### src/rtl/dmi_arbiter_if.sv
// rtl/dmi_arbiter_if.sv - upstream and downstream DMI handshake bundle for dmi_arbiter
interface dmi_arbiter_if #(
  parameter int NumReq = 2
);
  logic [NumReq-1:0]    req_valid_i;
  logic [NumReq-1:0]    req_ready_o;
  logic [NumReq*7-1:0]  req_addr_i;
  logic [NumReq*32-1:0] req_data_i;
  logic [NumReq*2-1:0]  req_op_i;
  logic [NumReq-1:0]    resp_valid_o;
  logic [NumReq-1:0]    resp_ready_i;
  logic [31:0]          resp_data_o;
  logic [1:0]           resp_resp_o;
  logic                 dmi_req_valid_o;
  logic                 dmi_req_ready_i;
  logic [6:0]           dmi_req_addr_o;
  logic [31:0]          dmi_req_data_o;
  logic [1:0]           dmi_req_op_o;
  logic                 dmi_resp_valid_i;
  logic                 dmi_resp_ready_o;
  logic [31:0]          dmi_resp_data_i;
  logic [1:0]           dmi_resp_resp_i;

  modport slave (
    input  req_valid_i, req_addr_i, req_data_i, req_op_i, resp_ready_i,
    input  dmi_req_ready_i, dmi_resp_valid_i, dmi_resp_data_i, dmi_resp_resp_i,
    output req_ready_o, resp_valid_o, resp_data_o, resp_resp_o,
    output dmi_req_valid_o, dmi_req_addr_o, dmi_req_data_o, dmi_req_op_o, dmi_resp_ready_o
  );

  modport master (
    output req_valid_i, req_addr_i, req_data_i, req_op_i, resp_ready_i,
    output dmi_req_ready_i, dmi_resp_valid_i, dmi_resp_data_i, dmi_resp_resp_i,
    input  req_ready_o, resp_valid_o, resp_data_o, resp_resp_o,
    input  dmi_req_valid_o, dmi_req_addr_o, dmi_req_data_o, dmi_req_op_o, dmi_resp_ready_o
  );
endinterface

### src/rtl/dmi_arbiter.sv
// rtl/dmi_arbiter.sv - round-robin DMI arbiter with one outstanding transaction and response watchdog
module dmi_arbiter #(
  parameter int NumReq        = 2,
  parameter int TimeoutCycles = 1024,
  localparam int GrantW       = $clog2(NumReq)
) (
  input  logic              clk_i,
  input  logic              rst_i,
  dmi_arbiter_if.slave      bus,
  output logic              busy_o,
  output logic [GrantW-1:0] grant_o,
  output logic              timeout_o,
  output logic [7:0]        stray_count_o
);

  localparam int WdW = (TimeoutCycles > 1) ? $clog2(TimeoutCycles) : 1;
  localparam logic [WdW-1:0] WdLast = (TimeoutCycles > 0) ? WdW'(TimeoutCycles - 1) : '0;

  typedef enum logic [1:0] {Idle, Req, Resp, ErrResp} state_e;

  state_e            state_q, state_d;
  logic [GrantW-1:0] rr_q, rr_d;
  logic [GrantW-1:0] grant_q, grant_d;
  logic [3:0]        orphan_q, orphan_d;
  logic [WdW-1:0]    wd_q, wd_d;
  logic [7:0]        stray_q, stray_d;
  logic [6:0]        addr_q, addr_d;
  logic [31:0]       data_q, data_d;
  logic [1:0]        op_q, op_d;

  logic              win_found;
  logic [GrantW-1:0] win_idx;
  logic [GrantW-1:0] rr_next;
  int                idx;
  int                nxt;
  logic              late_rsp;

  always_ff @(posedge clk_i or posedge rst_i) begin
    if (rst_i) begin
      state_q  <= Idle;
      rr_q     <= '0;
      grant_q  <= '0;
      orphan_q <= '0;
      wd_q     <= '0;
      stray_q  <= '0;
      addr_q   <= '0;
      data_q   <= '0;
      op_q     <= '0;
    end else begin
      state_q  <= state_d;
      rr_q     <= rr_d;
      grant_q  <= grant_d;
      orphan_q <= orphan_d;
      wd_q     <= wd_d;
      stray_q  <= stray_d;
      addr_q   <= addr_d;
      data_q   <= data_d;
      op_q     <= op_d;
    end
  end

  // Rotating search starting at rr_q; the first valid requester wins.
  always_comb begin
    win_found = 1'b0;
    win_idx   = '0;
    idx       = 0;
    nxt       = 0;
    for (int k = 0; k < NumReq; k++) begin
      idx = int'(rr_q) + k;
      if (idx >= NumReq) idx = idx - NumReq;
      if (!win_found && bus.req_valid_i[GrantW'(idx)]) begin
        win_found = 1'b1;
        win_idx   = GrantW'(idx);
      end
    end
    nxt = int'(win_idx) + 1;
    if (nxt >= NumReq) nxt = 0;
    rr_next = GrantW'(nxt);
  end

  always_comb begin
    state_d  = state_q;
    rr_d     = rr_q;
    grant_d  = grant_q;
    orphan_d = orphan_q;
    wd_d     = wd_q;
    stray_d  = stray_q;
    addr_d   = addr_q;
    data_d   = data_q;
    op_d     = op_q;
    late_rsp = 1'b0;

    bus.req_ready_o      = '0;
    bus.resp_valid_o     = '0;
    bus.resp_data_o      = bus.dmi_resp_data_i;
    bus.resp_resp_o      = bus.dmi_resp_resp_i;
    bus.dmi_req_valid_o  = 1'b0;
    bus.dmi_resp_ready_o = 1'b1;
    timeout_o            = 1'b0;

    case (state_q)
      Idle: begin
        late_rsp = 1'b1;
        if (win_found) begin
          bus.req_ready_o[win_idx] = 1'b1;
          addr_d  = 7'(bus.req_addr_i >> (7 * int'(win_idx)));
          data_d  = 32'(bus.req_data_i >> (32 * int'(win_idx)));
          op_d    = 2'(bus.req_op_i >> (2 * int'(win_idx)));
          grant_d = win_idx;
          rr_d    = rr_next;
          state_d = Req;
        end
      end
      Req: begin
        late_rsp            = 1'b1;
        bus.dmi_req_valid_o = 1'b1;
        if (bus.dmi_req_ready_i) begin
          wd_d    = '0;
          state_d = Resp;
        end
      end
      Resp: begin
        if (orphan_q != 4'd0) begin
          // Leftover answer of a timed-out transaction: swallow it.
          if (bus.dmi_resp_valid_i) begin
            orphan_d = orphan_q - 4'd1;
            wd_d     = '0;
          end
        end else begin
          bus.resp_valid_o[grant_q] = bus.dmi_resp_valid_i;
          bus.dmi_resp_ready_o      = bus.resp_ready_i[grant_q];
          if (bus.dmi_resp_valid_i && bus.resp_ready_i[grant_q]) state_d = Idle;
        end
        if (!bus.dmi_resp_valid_i && TimeoutCycles != 0) begin
          if (wd_q == WdLast) begin
            timeout_o = 1'b1;
            if (orphan_q != 4'hf) orphan_d = orphan_q + 4'd1;
            wd_d    = '0;
            state_d = ErrResp;
          end else begin
            wd_d = wd_q + 1'b1;
          end
        end
      end
      ErrResp: begin
        late_rsp                  = 1'b1;
        bus.resp_valid_o[grant_q] = 1'b1;
        bus.resp_data_o           = '0;
        bus.resp_resp_o           = 2'h2;
        if (bus.resp_ready_i[grant_q]) state_d = Idle;
      end
      default: state_d = Idle;
    endcase

    if (late_rsp && bus.dmi_resp_valid_i) begin
      if (orphan_q != 4'd0) orphan_d = orphan_q - 4'd1;
      else if (stray_q != 8'hff) stray_d = stray_q + 8'd1;
    end

    // Handshake outputs are held low for as long as reset is asserted.
    if (rst_i) begin
      bus.req_ready_o      = '0;
      bus.resp_valid_o     = '0;
      bus.dmi_req_valid_o  = 1'b0;
      bus.dmi_resp_ready_o = 1'b0;
      timeout_o            = 1'b0;
    end
  end

  assign bus.dmi_req_addr_o = addr_q;
  assign bus.dmi_req_data_o = data_q;
  assign bus.dmi_req_op_o   = op_q;
  assign busy_o             = (state_q != Idle);
  assign grant_o            = grant_q;
  assign stray_count_o      = stray_q;

endmodule

### src/flat_wrapper.sv
// flat-port wrapper written by rule: the top's interface ports become plain ports
module dmi_arbiter_flat 
#(
  parameter int NumReq        = 2,
  parameter int TimeoutCycles = 1024,
  localparam int GrantW       = $clog2(NumReq)
)
  (clk_i, rst_i, busy_o, grant_o, timeout_o, stray_count_o, bus_req_valid_i, bus_req_addr_i, bus_req_data_i, bus_req_op_i, bus_resp_ready_i, bus_dmi_req_ready_i, bus_dmi_resp_valid_i, bus_dmi_resp_data_i, bus_dmi_resp_resp_i, bus_req_ready_o, bus_resp_valid_o, bus_resp_data_o, bus_resp_resp_o, bus_dmi_req_valid_o, bus_dmi_req_addr_o, bus_dmi_req_data_o, bus_dmi_req_op_o, bus_dmi_resp_ready_o);
  dmi_arbiter_if #(.NumReq(NumReq)) bus_i ();
  input  logic clk_i;
  input  logic rst_i;
  output logic busy_o;
  output logic [GrantW-1:0] grant_o;
  output logic timeout_o;
  output logic [7:0] stray_count_o;
  input wire logic [$bits(bus_i.req_valid_i)-1:0] bus_req_valid_i;
  input wire logic [$bits(bus_i.req_addr_i)-1:0] bus_req_addr_i;
  input wire logic [$bits(bus_i.req_data_i)-1:0] bus_req_data_i;
  input wire logic [$bits(bus_i.req_op_i)-1:0] bus_req_op_i;
  input wire logic [$bits(bus_i.resp_ready_i)-1:0] bus_resp_ready_i;
  input wire logic [$bits(bus_i.dmi_req_ready_i)-1:0] bus_dmi_req_ready_i;
  input wire logic [$bits(bus_i.dmi_resp_valid_i)-1:0] bus_dmi_resp_valid_i;
  input wire logic [$bits(bus_i.dmi_resp_data_i)-1:0] bus_dmi_resp_data_i;
  input wire logic [$bits(bus_i.dmi_resp_resp_i)-1:0] bus_dmi_resp_resp_i;
  output wire logic [$bits(bus_i.req_ready_o)-1:0] bus_req_ready_o;
  output wire logic [$bits(bus_i.resp_valid_o)-1:0] bus_resp_valid_o;
  output wire logic [$bits(bus_i.resp_data_o)-1:0] bus_resp_data_o;
  output wire logic [$bits(bus_i.resp_resp_o)-1:0] bus_resp_resp_o;
  output wire logic [$bits(bus_i.dmi_req_valid_o)-1:0] bus_dmi_req_valid_o;
  output wire logic [$bits(bus_i.dmi_req_addr_o)-1:0] bus_dmi_req_addr_o;
  output wire logic [$bits(bus_i.dmi_req_data_o)-1:0] bus_dmi_req_data_o;
  output wire logic [$bits(bus_i.dmi_req_op_o)-1:0] bus_dmi_req_op_o;
  output wire logic [$bits(bus_i.dmi_resp_ready_o)-1:0] bus_dmi_resp_ready_o;
  assign bus_i.req_valid_i = bus_req_valid_i;
  assign bus_i.req_addr_i = bus_req_addr_i;
  assign bus_i.req_data_i = bus_req_data_i;
  assign bus_i.req_op_i = bus_req_op_i;
  assign bus_i.resp_ready_i = bus_resp_ready_i;
  assign bus_i.dmi_req_ready_i = bus_dmi_req_ready_i;
  assign bus_i.dmi_resp_valid_i = bus_dmi_resp_valid_i;
  assign bus_i.dmi_resp_data_i = bus_dmi_resp_data_i;
  assign bus_i.dmi_resp_resp_i = bus_dmi_resp_resp_i;
  assign bus_req_ready_o = bus_i.req_ready_o;
  assign bus_resp_valid_o = bus_i.resp_valid_o;
  assign bus_resp_data_o = bus_i.resp_data_o;
  assign bus_resp_resp_o = bus_i.resp_resp_o;
  assign bus_dmi_req_valid_o = bus_i.dmi_req_valid_o;
  assign bus_dmi_req_addr_o = bus_i.dmi_req_addr_o;
  assign bus_dmi_req_data_o = bus_i.dmi_req_data_o;
  assign bus_dmi_req_op_o = bus_i.dmi_req_op_o;
  assign bus_dmi_resp_ready_o = bus_i.dmi_resp_ready_o;
  dmi_arbiter #(.NumReq(NumReq), .TimeoutCycles(TimeoutCycles)) u_core (.clk_i(clk_i), .rst_i(rst_i), .bus(bus_i), .busy_o(busy_o), .grant_o(grant_o), .timeout_o(timeout_o), .stray_count_o(stray_count_o));
endmodule
### config.mk
export PLATFORM = sky130hd
export DESIGN_NAME = dmi_arbiter_flat
export DESIGN_NICKNAME = d
export VERILOG_FILES = /design/src/rtl/dmi_arbiter_if.sv /design/src/rtl/dmi_arbiter.sv /design/src/flat_wrapper.sv
export SDC_FILE = /design/constraint.sdc
export NUM_CORES = 1
export LEC_CHECK = 0
export BUFFER_PORTS_ARGS = -buffer_cell sky130_fd_sc_hd__buf_2
export CORE_MARGIN = 3
export CORE_UTILIZATION = 49
export CTS_BUF_LIST = sky130_fd_sc_hd__clkbuf_4 sky130_fd_sc_hd__clkbuf_8
export DETAILED_ROUTE_END_ITERATION = 16
export PLACE_DENSITY = 0.95
export SLEW_MARGIN = 20
export SYNTH_ARGS = -nofsm -noshare
export SYNTH_HDL_FRONTEND = slang
export SYNTH_SLANG_ARGS = --single-unit
### constraint.sdc
create_clock -name clk_i -period 4.6 [get_ports clk_i]
set_input_delay 0.46 -clock clk_i [delete_from_list [all_inputs] [get_ports clk_i]]
set_output_delay 0.46 -clock clk_i [all_outputs]
set_load 0.005 [all_outputs]
==> impl_metrics.sql, run 1 <==
INSERT INTO impl_metrics (metric_group, metric, value, unit) VALUES
('logic_synthesis', 'postSynth.topFlopCell', 'dfrtp_1', ''),
('floorplan', 'floorplan.die.height', '91.88', 'um'),
('layout', 'design.final.nets', '709', ''),
('logic_synthesis', 'synthesis.area', '3613', 'um2'),
('global_route', 'global_route.peak_usage_layer', 'met2', ''),
('drt', 'via_count', '3635', ''),
('sta', 'tightest_slew', '0.7112', 'ns'),
('global_route', 'grt.met1_usage', '0.2894', ''),
('critical_path', 'critical_path_class', 'reg2out', ''),
('critical_path', 'worst_ep_required_time', '4.14', 'ns'),
('clocking', 'clk_transition_reported_paths', '0.07', 'ns'),
('floorplan', 'core_area', '6982', 'um2'),
('placed_design', 'gp_congestion', '0.8648', ''),
('drt', 'drt_first_pass_iters', '4', ''),
('sta', 'finClkSkew', '0.01012', 'ns'),
('clocking', 'post_cts_hold_buffer_count', '0', ''),
('clocking', 'cts-root-to-sink-buffers', '2', ''),
('logic_synthesis', 'post-synth-top-area-fraction', '0.4640', ''),
('outcome', 'status', 'complete, no violations', ''),
('global_route', 'grt_antenna_before_repair', '0', ''),
('sta', 'setup_repair_after_global_routing_missed_its_margin', 'no', ''),
('sta', 'slew_headroom', '0.5247', ''),
('power_and_ir_drop', 'switchingPower', '1.026', 'mW'),
('min_path', 'hold_path_class', 'in2async', ''),
('placed_design', 'hpwl', '8.197', 'mm'),
('global_route', 'first_pass_grt_wire_length', '16.93', 'mm'),
('layout', 'layoutNonFillerInstCount', '682', ''),
('critical_path', 'setup.worst_path.end_class', 'output port', ''),
('layout', 'antennaDiodeCount', '0', ''),
('logic_synthesis', 'ys_seq_elements', '67', ''),
('layout', 'final_cell_area', '4926', 'um2'),
('power_and_ir_drop', 'cell_internal_pwr', '1.703', 'mW'),
('floorplan', 'pin_count', '216', ''),
('floorplan', 'floorplan.initialDensity', '0.5176', ''),
('critical_path', 'r2r.worst_path.cells', '5', ''),
('global_route', 'gr-usage-met2', '0.4483', ''),
('sta', 'period_utilisation_layout', '0.5371', ''),
('floorplan', 'num_rows', '30', ''),
('clocking', 'cts_repair_resize_count', '0', ''),
('logic_synthesis', 'synth.distinct_cells', '47', ''),
('sta', 'fmax', '0.4048', 'GHz'),
('sta', 'setup_violations', '0', ''),
('global_route', 'grt_start_max_net_pins', '77', ''),
('global_route', 'grt_use_total', '0.2476', ''),
('drt', 'avgViaCountPerCell', '5.330', ''),
('global_route', 'first_global_vias', '3512', ''),
('drt', 'post-route-drc-count', '0', ''),
('layout', 'syn_to_final_growth', '36.32', '%'),
('power_and_ir_drop', 'powerDensity', '553.9', 'nW/um2'),
('clocking', 'cts_post_setup_buffers_inserted', '0', ''),
('clocking', 'clock-root-buffer', 'clkbuf_8', ''),
('clocking', 'insertion_delay', '0.33', 'ns'),
('logic_synthesis', 'edff_count_synth', '0', ''),
('power_and_ir_drop', 'clock_power_share', '0.196', ''),
('logic_synthesis', 'synth_seq_area_share', '0.4640', ''),
('floorplan', 'design.die.area', '8441', 'um2'),
('sta', 'layout_min_cycle_time', '2.470', 'ns'),
('logic_synthesis', 'synthDominantAreaCellType', 'dfrtp_1', ''),
('critical_path', 'setup.worst_path.start_class', 'flop', ''),
('logic_synthesis', 'synth_top_cells_by_area', 'dfrtp_1 (46%), mux2i_1 (12%), a21oi_1 (6.4%)', ''),
('drt', 'wirelength', '10.79', 'mm'),
('layout', 'count_of_filler_cells_inserted_in_the_layout', '483', ''),
('logic_synthesis', 'yosysWarningCount', '0', ''),
('power_and_ir_drop', 'leakage_power', '2.569', 'nW'),
('critical_path', 'timing.rr.end', 'u_core.bus.dmi_req_data_o[18]', ''),
('global_route', 'global_route.overflow_total', '0', ''),
('clocking', 'cts_max_level', '3', ''),
('placed_design', 'dp.cells', '666', ''),
('critical_path', 'regToRegSetupSlack', '2.52', 'ns'),
('clocking', 'numCtsBuffers', '9', ''),
('critical_path', 'path_max_fanout', '5', '');
[logic make-up after synthesis]
| family | count (synthesis) | share of synthesized area |
|---|---|---|
| adders and majority gates | 4 | 0.01385 |
| and+or+nand+nor | 151 | 0.2168 |
| buffers and inverters | 30 | 0.04017 |
| xor gates and xnor gates | 10 | 0.02424 |
| AOI/OAI and AO/OA | 71 | 0.1153 |
| DFF | 67 | 0.4640 |
| muxes | 45 | 0.1257 |
[synthesized netlist by cell type, types with 4 or more instances]
master,n
and3_1,5
inv_1,5
ha_1,4
buf_1,4
nor2_1,53
mux2i_1,42
clkbuf_1,5
nor3_1,5
buf_2,12
and2_1,34
a21oi_1,46
dfrtp_1,67
o21ai_0,10
nand4_1,6
nand3_1,12
xor2_1,7
nand2_1,15
[layout make-up]
type | count | area [um2] | share of cell area
clock buffers | 11 | 138.9 | 0.02819
clock inverters | 5 | 77.57 | 0.01575
inverters | 5 | 18.77 | 0.003810
multi-input cells | 281 | 1799 | 0.3653
flip-flops and latches | 67 | 1678 | 0.3406
well taps | 96 | 120.1 | 0.02438
repair buffers | 217 | 1094 | 0.2220
[state kept, by name, indices dropped and copies added (netlist names)]
register / cells
u_core.bus.dmi_req_data_o: 32
u_core.wd_q: 10
u_core.stray_count_o: 8
u_core.bus.dmi_req_addr_o: 7
u_core.orphan_q: 4
u_core.bus.dmi_req_op_o: 2
u_core.state_q: 2
u_core.grant_o: 1
u_core.rr_q: 1
[routing by layer]
metal	part of all wire	vias to the layer above
li1	-	1724
met1	0.38	1724
met2	0.54	162
met3	0.065	25
met4	0.021	0
met5	0	-
[power by group through the flow]
stage	registers (mW)	clock network, mW	logic (mW)
2_1_floorplan	0.969	0	0.775
4_1_cts	0.985	0.536	1.21
3_5_place_dp	0.995	0	1.20
6_report	0.990	0.535	1.20
5_1_grt	1.02	0.565	1.33
3_3_place_gp	0.975	0	1.14
[how the worst max path moves through the flow]
| stage | startpoint | endpoint | slack, ns | cells after the start |
|---|---|---|---|---|
| 2_1_floorplan | rst_i | bus_resp_valid_o[1] | 1.91 | 2 |
| 3_3_place_gp | u_core.wd_q[0] | timeout_o | 2.64 | 5 |
| 3_5_place_dp | u_core.orphan_q[0] | bus_resp_valid_o[0] | 2.52 | 6 |
| 4_1_cts | u_core.orphan_q[0] | bus_resp_valid_o[0] | 2.14 | 6 |
| 5_1_grt | u_core.wd_q[1] | timeout_o | 2.01 | 5 |
| 6_report | u_core.orphan_q[0] | bus_resp_valid_o[0] | 2.13 | 6 |
[worst max-delay path, stage by stage (launching register included)]
cell      delay, ns
dfrtp_1        0.41
inv_1          0.13
ha_1           0.26
and4bb_2       0.30
nor2_1         0.09
nor4b_1        0.29
buf_2          0.19
[per-stage QoR]
step                setup slack [ns]  power [mW]    util  hold slack, ns
floorplan                      1.906       1.744       -          0.4611
global placement               2.640       2.115  0.6746          0.4755
detailed placement             2.524       2.192  0.6746          0.5061
CTS                            2.139       2.729  0.7056          0.2368
global route                   2.007       2.916  0.7056          0.2665
finish                         2.130       2.729  0.7056          0.2334
[placed cells by master (no fill, tap or decap), types with 4 or more instances in the layout]
| cell type | synthesis | final |
|---|---|---|
| mux2i_1 | 42 | 42 |
| nand4_1 | 6 | 6 |
| nand3_1 | 12 | 12 |
| ha_1 | 4 | 4 |
| inv_1 | 5 | 4 |
| nand2_1 | 15 | 15 |
| clkbuf_8 | 0 | 9 |
| dfrtp_1 | 67 | 66 |
| xor2_1 | 7 | 7 |
| a21oi_1 | 46 | 46 |
| nor3_1 | 5 | 5 |
| buf_2 | 12 | 214 |
| and2_1 | 34 | 34 |
| o21ai_0 | 10 | 10 |
| nor2_1 | 53 | 52 |
| and3_1 | 5 | 5 |
No activity file was read; power rests on OpenSTA's default activity.
==> run 2: changes to the inputs <==
Settings changed: ABC_AREA set to 1, CORE_UTILIZATION 49 to 42, PLACE_DENSITY 0.95 to 0.85.
Clock period 4.6 ns to 2.2 ns, I/O delays scaled along.
==> run 2 against run 1 <==
Clock-buffer cell count fell by 1. Design area rose by 11%. Clock power rose by 120%. Register-to-register slack got worse by 2.1 ns. Critical path type unchanged. Critical endpoint is now timeout_o. Largest power group unchanged.
==> impl_metrics.sql, run 2 <==
INSERT INTO impl_metrics (metric_group, metric, value, unit) VALUES
('outcome', 'status', 'complete, no violations', ''),
('drt', 'via_count', '4279', ''),
('layout', 'register_area', '1677', 'um2'),
('sta', 'hold_viol', '0', ''),
('logic_synthesis', 'netlist_top_cells_count', 'nand2_1 (92), nor2_1 (74), dfrtp_1 (67), nand3_1 (67), inv_1 (59)', ''),
('layout', 'commonest_cells_after_routing_fill_and_taps_aside', 'buf_2 (214), nand2_1 (91), nor2_1 (74), nand3_1 (67), dfrtp_1 (67)', ''),
('logic_synthesis', 'yosys.cell_count.top_type', 'nand2_1', ''),
('logic_synthesis', 'synthDominantAreaCellType', 'dfrtp_1', ''),
('global_route', 'first_global_vias', '4011', ''),
('logic_synthesis', 'postSynth.topFlopCell', 'dfrtp_1', ''),
('layout', 'largest_reg_flops', '32', ''),
('sta', 'tightest_slew', '0.4577', 'ns'),
('logic_synthesis', 'post-synth-top-area-fraction', '0.4209', ''),
('power_and_ir_drop', 'finalPower', '6.162', 'mW'),
('critical_path', 'cp.arrival', '1.83', 'ns'),
('sta', 'finClkSkew', '0.01491', 'ns'),
('floorplan', 'floorplan.initialDensity', '0.4438', ''),
('layout', 'layout.cells.most_common', 'buf_2', ''),
('floorplan', 'pin_count', '216', ''),
('sta', 'maxSlewViolCount', '0', ''),
('placed_design', 'gp_congestion', '0.9058', ''),
('power_and_ir_drop', 'leakage_power', '3.030', 'nW'),
('critical_path', 'setup.worst_path.end_class', 'output port', ''),
('global_route', 'grt_use_total', '0.2160', ''),
('critical_path', 'worst_ep_required_time', '1.98', 'ns'),
('sta', 'fin_setup_tns', '0', 'ns'),
('clocking', 'post_cts_hold_buffer_count', '0', ''),
('logic_synthesis', 'synth.distinct_cells', '42', ''),
('layout', 'drive_gt1_frac', '0.3954', ''),
('critical_path', 'setup.worst_path.start_class', 'flop', ''),
('floorplan', 'floorplan.die.height', '103.4', 'um'),
('floorplan', 'core_area', '8976', 'um2'),
('placed_design', 'buffer_ports.inserted', '214', ''),
('clocking', 'clock_sinks', '67', ''),
('logic_synthesis', 'edff_count_synth', '0', ''),
('logic_synthesis', 'synthesis.area', '3984', 'um2'),
('power_and_ir_drop', 'powerDensity', '1131', 'nW/um2'),
('drt', 'post-route-drc-count', '0', ''),
('drt', 'avgViaCountPerCell', '4.935', ''),
('layout', 'antennaDiodeCount', '0', ''),
('clocking', 'cts_tree', 'built', ''),
('logic_synthesis', 'syn_avg_cell_area', '7.574', 'um2'),
('run', 'maxCapViolations', '0', ''),
('min_path', 'hold_path_class', 'in2async', ''),
('layout', 'syn_to_final_growth', '36.78', '%'),
('sta', 'layout_min_cycle_time', '2.053', 'ns'),
('drt', 'drt_first_pass_iters', '5', ''),
('clocking', 'numCtsBuffers', '9', ''),
('critical_path', 'path_max_fanout', '5', ''),
('clocking', 'insertion_delay', '0.34', 'ns'),
('logic_synthesis', 'ys_seq_elements', '67', ''),
('drt', 'wirelength', '12.10', 'mm'),
('global_route', 'grt_start_max_net_pins', '66', ''),
('logic_synthesis', 'synth_seq_area_share', '0.4209', ''),
('clocking', 'cts_max_level', '3', ''),
('logic_synthesis', 'mappedNetlistNets', '654', ''),
('sta', 'fmax', '0.4871', 'GHz'),
('layout', 'design.final.nets', '864', ''),
('floorplan', 'design.die.area', '10690', 'um2'),
('logic_synthesis', 'yosysWarningCount', '0', ''),
('sta', 'setup_violations', '0', ''),
('clocking', 'cts-root-to-sink-buffers', '2', ''),
('global_route', 'global_route.overflow_total', '0', ''),
('drt', 'antenna_violating_nets_post_route', '0', ''),
('floorplan', 'num_rows', '34', ''),
('drt', 'detail_route.wl_per_cell', '13.96', 'um'),
('critical_path', 'critical_path_class', 'reg2out', ''),
('logic_synthesis', 'synthesis.instances', '526', ''),
('logic_synthesis', 'synth_top_cells_by_area', 'dfrtp_1 (42%), nand2_1 (8.7%), nand3_1 (8.4%)', ''),
('global_route', 'first_pass_grt_wire_length', '18.51', 'mm'),
('layout', 'finalCoreUtilization', '0.6071', ''),
('sta', 'period_utilisation_layout', '0.9333', ''),
('floorplan', 'die_x', '103.4', 'um'),
('logic_synthesis', 'async_reset_ff_frac', '1.000', ''),
('layout', 'multiInputGateArea', '1926', 'um2'),
('layout', 'count_of_filler_cells_inserted_in_the_layout', '802', ''),
('sta', 'slew_headroom', '0.6949', ''),
('clocking', 'clock-root-buffer', 'clkbuf_8', ''),
('global_route', 'grt_antenna_before_repair', '0', ''),
('power_and_ir_drop', 'ir_worst_vdd', '0.6775', 'mV'),
('critical_path', 'regToRegSetupSlack', '0.38', 'ns'),
('placed_design', 'hpwl', '9.277', 'mm'),
('drt', 'initialDrtViolationCount', '213', ''),
('clocking', 'clk_transition_reported_paths', '0.08', 'ns'),
('sta', 'setup_repair_after_global_routing_missed_its_margin', 'no', '');
run 2: worst paths after layout:
check / from / endpoint / depth (start not counted)
min in group clk_i: bus_req_data_i[51] / u_core.bus.dmi_req_data_o[19] / 3
worst max register to register: u_core.wd_q[1] / u_core.orphan_q[0] / 11
worst max-delay path: u_core.wd_q[1] / timeout_o / 8
worst min register to register: u_core.bus.dmi_req_data_o[2] / u_core.bus.dmi_req_data_o[2] / 2
worst min-delay path: rst_i / u_core.bus.dmi_req_data_o[17] / 3
max in group asynchronous: rst_i / u_core.state_q[1] / 3
run 2: power by group:
part           switching, mW  internal [mW]
registers              0.347           1.72
clock network          0.486          0.671
logic                   1.74           1.20
run 2: stage by stage:
stage | area (um2) | hold WS, ns | setup slack [ns] | instances
after floorplan | 3984 | 0.3530 | 0.1156 | 526
after global placement | 5179 | 0.4201 | 0.5183 | 846
after detailed placement | 5179 | 0.4267 | 0.4505 | 846
after CTS | 5404 | 0.05409 | 0.06943 | 862
after global routing | 5449 | 0.09053 | 0.009927 | 867
final | 5449 | 0.04892 | 0.1468 | 867
run 2: timing repair:
item,in CTS,in global routing
hold endpoints to repair,0,0
gates resized for setup,0,2
setup buffers,0,5
endpoints found under the setup margin,0,3
run 2: worst max-delay path: stages (launching register included):
cell and delay (ns):
dfrtp_1 0.39, ha_1 0.22, nand2_2 0.09, nor2_4 0.16
nand3_2 0.17, nor2_8 0.16, nand2_1 0.09, nor2_1 0.09
buf_2 0.12
run 2: final cells by class:
| class | count | share of cell area |
|---|---|---|
| multi-input cells | 361 | 0.3534 |
| flip-flops and latches | 67 | 0.3077 |
| repair buffers | 227 | 0.2191 |
| inverters | 70 | 0.04960 |
| well taps | 126 | 0.02893 |
| clock buffers | 10 | 0.02526 |
| clock inverters | 6 | 0.01607 |
run 2: routing by layer:
| metal | share of wire | up-vias | track usage |
|---|---|---|---|
| li1 | - | 2120 | - |
| met1 | 0.42 | 1993 | 0.2757 |
| met2 | 0.51 | 159 | 0.3676 |
| met3 | 0.060 | 7 | 0.04225 |
| met4 | 0.0082 | 0 | 0.07072 |
| met5 | 0 | - | 0 |
run 2: cells by family (layout without fill, tap and decap cells):
group | after synthesis | count (layout) | share of synthesized area
adder cells (fa/ha/maj) | 4 | 4 | 0.01256
XOR/XNOR | 10 | 10 | 0.02199
AO/OA/AOI/OAI | 74 | 74 | 0.1187
multiplexers | 1 | 1 | 0.002513
AND/OR/NAND/NOR | 272 | 272 | 0.3251
flip-flops | 67 | 67 | 0.4209
buffers and inverters | 98 | 313 | 0.09831
